**src/rtl/dmem_arbiter_pkg.sv**
```systemverilog
// Shared types for the data-memory arbiter: FSM states, access owner and
// the latency-counter width helper.
package dmem_arb_pkg;

  typedef enum logic [1:0] {
    IDLE,
    ACCESS,
    DONE
  } arb_state_e;

  typedef enum logic {
    OWN_CPU,
    OWN_EXT
  } owner_e;

  // Counter must hold MEM_LAT-1; +1 keeps MEM_LAT=1 at a one-bit counter.
  function automatic int unsigned lat_w(input int unsigned mem_lat);
    return $clog2(mem_lat + 1);
  endfunction

endpackage

```
**src/rtl/dmem_arbiter_if.sv**
```systemverilog
// Bundle of the core data port, the external loader/debug port and the
// single-port memory side; slave is the arbiter's view, master the rest.
interface dmem_arbiter_if #(
  parameter int unsigned ADDR_W = 32,
  parameter int unsigned DATA_W = 32
);

  logic              cpu_req;
  logic              cpu_we;
  logic [ADDR_W-1:0] cpu_addr;
  logic [DATA_W-1:0] cpu_wdata;
  logic [DATA_W-1:0] cpu_rdata;
  logic              cpu_stall;

  logic              ext_req;
  logic              ext_we;
  logic [ADDR_W-1:0] ext_addr;
  logic [DATA_W-1:0] ext_wdata;
  logic [DATA_W-1:0] ext_rdata;
  logic              ext_ack;

  logic              mem_en;
  logic              mem_we;
  logic [ADDR_W-1:0] mem_addr;
  logic [DATA_W-1:0] mem_wdata;
  logic [DATA_W-1:0] mem_rdata;

  modport slave (
    input  cpu_req, cpu_we, cpu_addr, cpu_wdata,
    output cpu_rdata, cpu_stall,
    input  ext_req, ext_we, ext_addr, ext_wdata,
    output ext_rdata, ext_ack,
    output mem_en, mem_we, mem_addr, mem_wdata,
    input  mem_rdata
  );

  modport master (
    output cpu_req, cpu_we, cpu_addr, cpu_wdata,
    input  cpu_rdata, cpu_stall,
    output ext_req, ext_we, ext_addr, ext_wdata,
    input  ext_rdata, ext_ack,
    input  mem_en, mem_we, mem_addr, mem_wdata,
    output mem_rdata
  );

endinterface

```
**src/rtl/dmem_arbiter_grant.sv**
```systemverilog
// Combinational grant between core and external port. DMEM_ARB_RR_EN selects
// round-robin on ties (using the last grant); otherwise the core always wins.
module dmem_arb_grant
  import dmem_arb_pkg::*;
(
  input  logic   cpu_req_i,
  input  logic   ext_req_i,
`ifdef DMEM_ARB_RR_EN
  input  owner_e last_i,
`endif
  output logic   gnt_o,
  output owner_e owner_o
);

  always_comb begin
    gnt_o   = cpu_req_i | ext_req_i;
    owner_o = OWN_CPU;
`ifdef DMEM_ARB_RR_EN
    if (cpu_req_i && ext_req_i) begin
      owner_o = (last_i == OWN_CPU) ? OWN_EXT : OWN_CPU;
    end else if (ext_req_i) begin
      owner_o = OWN_EXT;
    end
`else
    if (!cpu_req_i && ext_req_i) begin
      owner_o = OWN_EXT;
    end
`endif
  end

endmodule

```
**src/rtl/dmem_arbiter.sv**
```systemverilog
// Shares one fixed-latency single-port data memory between the core and an
// external port; stalls the core until its access completes. DMEM_ARB_RR_EN.
module dmem_arbiter
  import dmem_arb_pkg::*;
#(
  parameter int unsigned ADDR_W  = 32,
  parameter int unsigned DATA_W  = 32,
  parameter int unsigned MEM_LAT = 2
) (
  input logic          clk,
  input logic          rst,
  dmem_arbiter_if.slave bus
);

  localparam int unsigned      LAT_W    = lat_w(MEM_LAT);
  localparam logic [LAT_W-1:0] LAT_LOAD = LAT_W'(MEM_LAT - 1);

  arb_state_e        state_q, state_d;
  owner_e            owner_q, owner_d;
  logic [LAT_W-1:0]  cnt_q, cnt_d;
  logic              we_q, we_d;
  logic [ADDR_W-1:0] addr_q, addr_d;
  logic [DATA_W-1:0] wdata_q, wdata_d;
  logic [DATA_W-1:0] cpu_rdata_q, cpu_rdata_d;
  logic [DATA_W-1:0] ext_rdata_q, ext_rdata_d;

  logic              gnt;
  owner_e            gnt_owner;

`ifdef DMEM_ARB_RR_EN
  owner_e            last_q, last_d;
`endif

  dmem_arb_grant u_grant (
    .cpu_req_i (bus.cpu_req),
    .ext_req_i (bus.ext_req),
`ifdef DMEM_ARB_RR_EN
    .last_i    (last_q),
`endif
    .gnt_o     (gnt),
    .owner_o   (gnt_owner)
  );

  always_ff @(posedge clk or negedge rst) begin
    if (!rst) begin
      state_q     <= IDLE;
      owner_q     <= OWN_CPU;
      cnt_q       <= '0;
      we_q        <= 1'b0;
      addr_q      <= '0;
      wdata_q     <= '0;
      cpu_rdata_q <= '0;
      ext_rdata_q <= '0;
    end else begin
      state_q     <= state_d;
      owner_q     <= owner_d;
      cnt_q       <= cnt_d;
      we_q        <= we_d;
      addr_q      <= addr_d;
      wdata_q     <= wdata_d;
      cpu_rdata_q <= cpu_rdata_d;
      ext_rdata_q <= ext_rdata_d;
    end
  end

`ifdef DMEM_ARB_RR_EN
  // Resets to EXT so the first tie after reset goes to the core.
  always_ff @(posedge clk or negedge rst) begin
    if (!rst) begin
      last_q <= OWN_EXT;
    end else begin
      last_q <= last_d;
    end
  end
`endif

  always_comb begin
    state_d     = state_q;
    owner_d     = owner_q;
    cnt_d       = cnt_q;
    we_d        = we_q;
    addr_d      = addr_q;
    wdata_d     = wdata_q;
    cpu_rdata_d = cpu_rdata_q;
    ext_rdata_d = ext_rdata_q;
`ifdef DMEM_ARB_RR_EN
    last_d      = last_q;
`endif
    unique case (state_q)
      IDLE: begin
        if (gnt) begin
          state_d = ACCESS;
          owner_d = gnt_owner;
          cnt_d   = LAT_LOAD;
`ifdef DMEM_ARB_RR_EN
          last_d  = gnt_owner;
`endif
          if (gnt_owner == OWN_CPU) begin
            we_d    = bus.cpu_we;
            addr_d  = bus.cpu_addr;
            wdata_d = bus.cpu_wdata;
          end else begin
            we_d    = bus.ext_we;
            addr_d  = bus.ext_addr;
            wdata_d = bus.ext_wdata;
          end
        end
      end
      ACCESS: begin
        if (cnt_q == '0) begin
          state_d = DONE;
          if (!we_q) begin
            if (owner_q == OWN_CPU) begin
              cpu_rdata_d = bus.mem_rdata;
            end else begin
              ext_rdata_d = bus.mem_rdata;
            end
          end
        end else begin
          cnt_d = cnt_q - 1'b1;
        end
      end
      DONE: begin
        state_d = IDLE;
      end
      default: begin
        state_d = IDLE;
      end
    endcase
  end

  assign bus.mem_en    = (state_q == ACCESS);
  assign bus.mem_we    = (state_q == ACCESS) && we_q;
  assign bus.mem_addr  = addr_q;
  assign bus.mem_wdata = wdata_q;
  assign bus.cpu_rdata = cpu_rdata_q;
  assign bus.ext_rdata = ext_rdata_q;
  assign bus.ext_ack   = (state_q == DONE) && (owner_q == OWN_EXT);
  assign bus.cpu_stall = bus.cpu_req && !((state_q == DONE) && (owner_q == OWN_CPU));

endmodule

```
**src/flat_wrapper.sv**
```systemverilog
// flat-port wrapper written by rule: the top's interface ports become plain ports
module dmem_arbiter_flat import dmem_arb_pkg::*;
#(
  parameter int unsigned ADDR_W  = 32,
  parameter int unsigned DATA_W  = 32,
  parameter int unsigned MEM_LAT = 2
)
  (clk, rst, bus_cpu_req, bus_cpu_we, bus_cpu_addr, bus_cpu_wdata, bus_cpu_rdata, bus_cpu_stall, bus_ext_req, bus_ext_we, bus_ext_addr, bus_ext_wdata, bus_ext_rdata, bus_ext_ack, bus_mem_en, bus_mem_we, bus_mem_addr, bus_mem_wdata, bus_mem_rdata);
  dmem_arbiter_if #(.ADDR_W(ADDR_W), .DATA_W(DATA_W)) bus_i ();
  input logic clk;
  input logic rst;
  input wire logic [$bits(bus_i.cpu_req)-1:0] bus_cpu_req;
  input wire logic [$bits(bus_i.cpu_we)-1:0] bus_cpu_we;
  input wire logic [$bits(bus_i.cpu_addr)-1:0] bus_cpu_addr;
  input wire logic [$bits(bus_i.cpu_wdata)-1:0] bus_cpu_wdata;
  output wire logic [$bits(bus_i.cpu_rdata)-1:0] bus_cpu_rdata;
  output wire logic [$bits(bus_i.cpu_stall)-1:0] bus_cpu_stall;
  input wire logic [$bits(bus_i.ext_req)-1:0] bus_ext_req;
  input wire logic [$bits(bus_i.ext_we)-1:0] bus_ext_we;
  input wire logic [$bits(bus_i.ext_addr)-1:0] bus_ext_addr;
  input wire logic [$bits(bus_i.ext_wdata)-1:0] bus_ext_wdata;
  output wire logic [$bits(bus_i.ext_rdata)-1:0] bus_ext_rdata;
  output wire logic [$bits(bus_i.ext_ack)-1:0] bus_ext_ack;
  output wire logic [$bits(bus_i.mem_en)-1:0] bus_mem_en;
  output wire logic [$bits(bus_i.mem_we)-1:0] bus_mem_we;
  output wire logic [$bits(bus_i.mem_addr)-1:0] bus_mem_addr;
  output wire logic [$bits(bus_i.mem_wdata)-1:0] bus_mem_wdata;
  input wire logic [$bits(bus_i.mem_rdata)-1:0] bus_mem_rdata;
  assign bus_i.cpu_req = bus_cpu_req;
  assign bus_i.cpu_we = bus_cpu_we;
  assign bus_i.cpu_addr = bus_cpu_addr;
  assign bus_i.cpu_wdata = bus_cpu_wdata;
  assign bus_cpu_rdata = bus_i.cpu_rdata;
  assign bus_cpu_stall = bus_i.cpu_stall;
  assign bus_i.ext_req = bus_ext_req;
  assign bus_i.ext_we = bus_ext_we;
  assign bus_i.ext_addr = bus_ext_addr;
  assign bus_i.ext_wdata = bus_ext_wdata;
  assign bus_ext_rdata = bus_i.ext_rdata;
  assign bus_ext_ack = bus_i.ext_ack;
  assign bus_mem_en = bus_i.mem_en;
  assign bus_mem_we = bus_i.mem_we;
  assign bus_mem_addr = bus_i.mem_addr;
  assign bus_mem_wdata = bus_i.mem_wdata;
  assign bus_i.mem_rdata = bus_mem_rdata;
  dmem_arbiter #(.ADDR_W(ADDR_W), .DATA_W(DATA_W), .MEM_LAT(MEM_LAT)) u_core (.clk(clk), .rst(rst), .bus(bus_i));
endmodule
```
**config.mk**
```make
export PLATFORM = sky130hd
export DESIGN_NAME = dmem_arbiter_flat
export DESIGN_NICKNAME = d
export VERILOG_FILES = /design/src/rtl/dmem_arbiter_pkg.sv /design/src/rtl/dmem_arbiter_if.sv /design/src/rtl/dmem_arbiter_grant.sv /design/src/rtl/dmem_arbiter.sv /design/src/flat_wrapper.sv
export SDC_FILE = /design/constraint.sdc
export NUM_CORES = 1
export LEC_CHECK = 0
export BUFFER_PORTS_ARGS = -buffer_cell sky130_fd_sc_hd__buf_4
export CAP_MARGIN = 40
export CORE_MARGIN = 2
export CORE_UTILIZATION = 46
export DETAILED_ROUTE_END_ITERATION = 7
export PLACE_DENSITY = 0.77
export SYNTH_ARGS = -nofsm -noshare
export SYNTH_HDL_FRONTEND = slang
export SYNTH_HIERARCHICAL = 1
export SYNTH_SLANG_ARGS = --single-unit
```
**constraint.sdc**
```tcl
create_clock -name clk -period 2.25 [get_ports clk]
set_input_delay 0.1125 -clock clk [delete_from_list [all_inputs] [get_ports clk]]
set_output_delay 0.1125 -clock clk [all_outputs]
set_load 0.02 [all_outputs]
```
==> out/metrics.csv <==
stage,metric,value,unit
grt,grt peak-use layer,met2,
logic_synthesis,Adder-Cell Fraction of Synth Area,0.433,%
route,drt total wl,19100,um
pwr,switching power,5.22,mW
die,DIE HEIGHT,116,um
route,vias per cell,5.02,
sta,Rel. slew slack,58.9,%
cells_and_area,"commonest non-fill, non-tap cells in the layout","buf_4, dfrtp_1, dlygate4sd3_1",
grt,first-pass GRT wire length,28600,um
grt,met3 Track Usage GR,8.98,%
cells_and_area,layout cells sized above 1,47.3,%
pwr,"Power, Total",13.8,mW
cts,CTS tree,yes,
cts,Worst-path clk slew,60,ps
pwr,Static Leakage,4.68,nW
sta,TNS Setup,0,ps
logic_synthesis,Synth top area share,58.0,%
min_path,min-delay src,bus_ext_wdata[1],
critical_path,WP data required,2550,ps
route,Pre-antenna DRT Iters,4,
critical_path,FF-to-FF path depth,5,
critical_path,r2r endpoint,u_core/bus.cpu_rdata[0],
cts,Num Clock Sinks,134,
pwr,VDD IR max,664,uV
logic_synthesis,"area leader, netlist",dfrtp_1,
run_status,status,"complete, no violations",
route,DR DRC count,0,
sta,RSZ-0062 raised after global routing,false,
route,drt initial violations,341,
route,wire per inst,18.5,um
die,core box area,12200,um2
logic_synthesis,"Cell Area, Synth",5780,um2
critical_path,data arrival time of the critical path,2110,ps
sta,Layout Skew,9.71,ps
grt,largest net degree at the start of global routing,88,
die,die width,116,um
pwr,internal power,8.56,mW
logic_synthesis,Synth Area in Compound Gates,5.95,%
cells_and_area,"commonest non-fill, non-tap cell in the layout",buf_4,
cells_and_area,multi-input logic area,2240,um2
cells_and_area,Final Cell Area,9920,um2
logic_synthesis,post-synthesis register bit count,134,
place,port bufs,297,
sta,Achievable Freq,0.552,GHz
critical_path,slowest CP cell,dfrtp_1,
cells_and_area,Final Util,81.5,%
pwr,Sequential Power Share,32.0,%
critical_path,CP peak stage delay,390,ps
critical_path,crit-path cells,inv_1 -> ha_1 -> nor4bb_4 -> buf_12 -> mux2_2,
die,IO Count,298,
logic_synthesis,synth top area cells,"dfrtp_1, mux2i_1, mux2_4",
logic_synthesis,post-synthesis cell count,444,
die,die area,13500,um2
critical_path,type of the worst setup path,reg2reg,
pwr,Logic pwr share,46.3,%
die,row count,40,
grt,total track usage,28.5,%
cells_and_area,Register Area,3350,um2
grt,vias in the first global route,5471,
cts,# H-tree levels,4,
logic_synthesis,post-synth net total,612,
sta,Final period util,80.6,%
sta,min Tclk post-route,1810,ps
grt,initial antenna violation count,1,
pwr,Clk network pwr share,21.7,%
die,initial core utilization,47.5,%
logic_synthesis,Synth Area in Simple Gates,6.30,%
cells_and_area,Nets,1020,
sta,Final Hold Fails,0,
critical_path,reg-to-reg critical path startpoint,u_core/cnt_q[0],
cells_and_area,Fillers,663,
min_path,Worst Hold Path Cells,3,
place,Post-Place Cell Area,8150,um2
grt,met2 usage,50.3,%
cts,CTS Buffer Depth,2,
cts,clock root cell,clkbuf_16,
route,via count,5187,
logic_synthesis,post-synthesis sequential area ratio,58.0,%
logic_synthesis,synth warn,6,
route,Post-DRT Antenna Nets,0,
critical_path,Worst setup SP type,flip-flop,
place,Final GP Congestion,0.827,
job,maxcap violations,0,
sta,Worst Tran Pin Value,616,ps
critical_path,Crit. End Element,flip-flop,
pwr,cell area power density,1390,nW/um2
sta,Final Slew Violations,0,
place,Detailed Place HPWL,11600,um
cts,cts bufs inserted,17,
critical_path,Worst Path Max Fanout,32,
cells_and_area,Area Growth Syn to Fin,71.5,%
logic_synthesis,Yosys cell types,25,
logic_synthesis,largest family of logic cells by synthesized area,multiplexers,
min_path,Worst Hold Class,in2reg,
pwr,sw frac,37.9,%
grt,grt met1 use,30.7,%
cts,clk_lat worst skew,420,ps
critical_path,R2R setup slack,440,ps
logic_synthesis,post-synthesis xor/xnor area fraction,0,%
logic_synthesis,post-synthesis mux area share,25.9,%
logic_synthesis,Mean Syn Cell Area,13.0,um2
grt,GRT overflow,0,
sta,final setup violation count,0,
min_path,Hold Path End,u_core/bus.mem_wdata[1],
through the flow:
stage / cells / worst slack (ps) / hold WS [ps]
3_5_place_dp: 889 / 427 / 119
4_1_cts: 1033 / 429 / 0.162
5_1_grt: 1034 / 369 / 15.9
6_report: 1034 / 437 / 14.1
2_1_floorplan: 444 / 621 / -183
3_3_place_gp: 889 / 491 / 115
metal layers:
metal / share of wire (%) / vias up
met3: 7.9 / 63
met1: 37 / 2489
li1: - / 2364
met4: 3.8 / 0
met5: 0 / -
met2: 52 / 271
flip-flops by register name (all words and copies together) (netlist names):
signal / flops
u_core/owner_q: 1
u_core/bus.mem_wdata: 32
u_core/we_q: 1
u_core/bus.ext_rdata: 32
u_core/state_q: 2
u_core/cnt_q: 2
u_core/bus.mem_addr: 32
u_core/bus.cpu_rdata: 32
worst max path at each step:
stage,start,to,slack (ps)
after global routing,u_core/cnt_q[0],u_core/bus.cpu_rdata[0],370
after floorplan,u_core/state_q[1],u_core/bus.cpu_rdata[10],620
after CTS,u_core/cnt_q[0],u_core/bus.cpu_rdata[31],430
after global placement,u_core/cnt_q[0],u_core/bus.cpu_rdata[0],490
final,u_core/cnt_q[0],u_core/bus.cpu_rdata[0],440
after detailed placement,u_core/cnt_q[0],u_core/bus.cpu_rdata[31],430
power by group through the flow:
stage | Combinational (mW) | Sequential, mW | Clock (mW)
floorplan | 2.06 | 5.68 | 0
global placement | 5.94 | 4.33 | 0
detailed placement | 6.11 | 4.37 | 0
CTS | 6.29 | 4.35 | 3.02
global route | 6.75 | 4.54 | 3.14
finish | 6.38 | 4.41 | 2.99
cells by family (layout without fill, tap and decap cells):
kind of cell	count (synthesis)	in the layout
flops	134	134
fa+ha+maj	2	2
simple gates	78	78
buf+inv	32	453
mux	130	130
other cells	0	1
compound gates	68	68
timing repair:
action,4_1_cts,5_1_grt
hold endpoints to repair,146,0
resized for setup,0,0
hold buffers,112,0
setup buffers,0,0
setup endpoints to repair,0,0
cells in the mapped netlist:
cell type / instances
dfrtp_1: 134
a21oi_1: 66
mux2i_1: 65
nor2_1: 65
mux2_2: 35
mux2_4: 30
buf_2: 19
clkbuf_1: 6
buf_12: 3
inv_1: 3
and2_1: 2
ha_1: 2
nor3b_1: 2
and2b_4: 1
buf_6: 1
nand2b_1: 1
nand4b_2: 1
nor2b_1: 1
nor3_1: 1
nor3b_2: 1
nor4bb_4: 1
o21ai_0: 1
o31a_1: 1
or2_1: 1
or2_2: 1
worst max-delay path, delay by kind of cell, from the launching register on:
family                   cells  cell delay, ps
buffers and inverters        2             390
adder cells (fa/ha/maj)      1             190
multiplexers                 1             370
AND/OR/NAND/NOR              1             340
flip-flops                   1             390
area by class of cell:
type                       count  area share, %
tap                          168           2.12
multi-input combinational    278           22.6
sequential                   134           33.8
clock buffer                  20           4.71
clock inverter                12           1.77
inverter                       3          0.114
antenna                        1         0.0252
timing repair buffer         418           34.8
No activity file was read; power rests on OpenSTA's default activity.
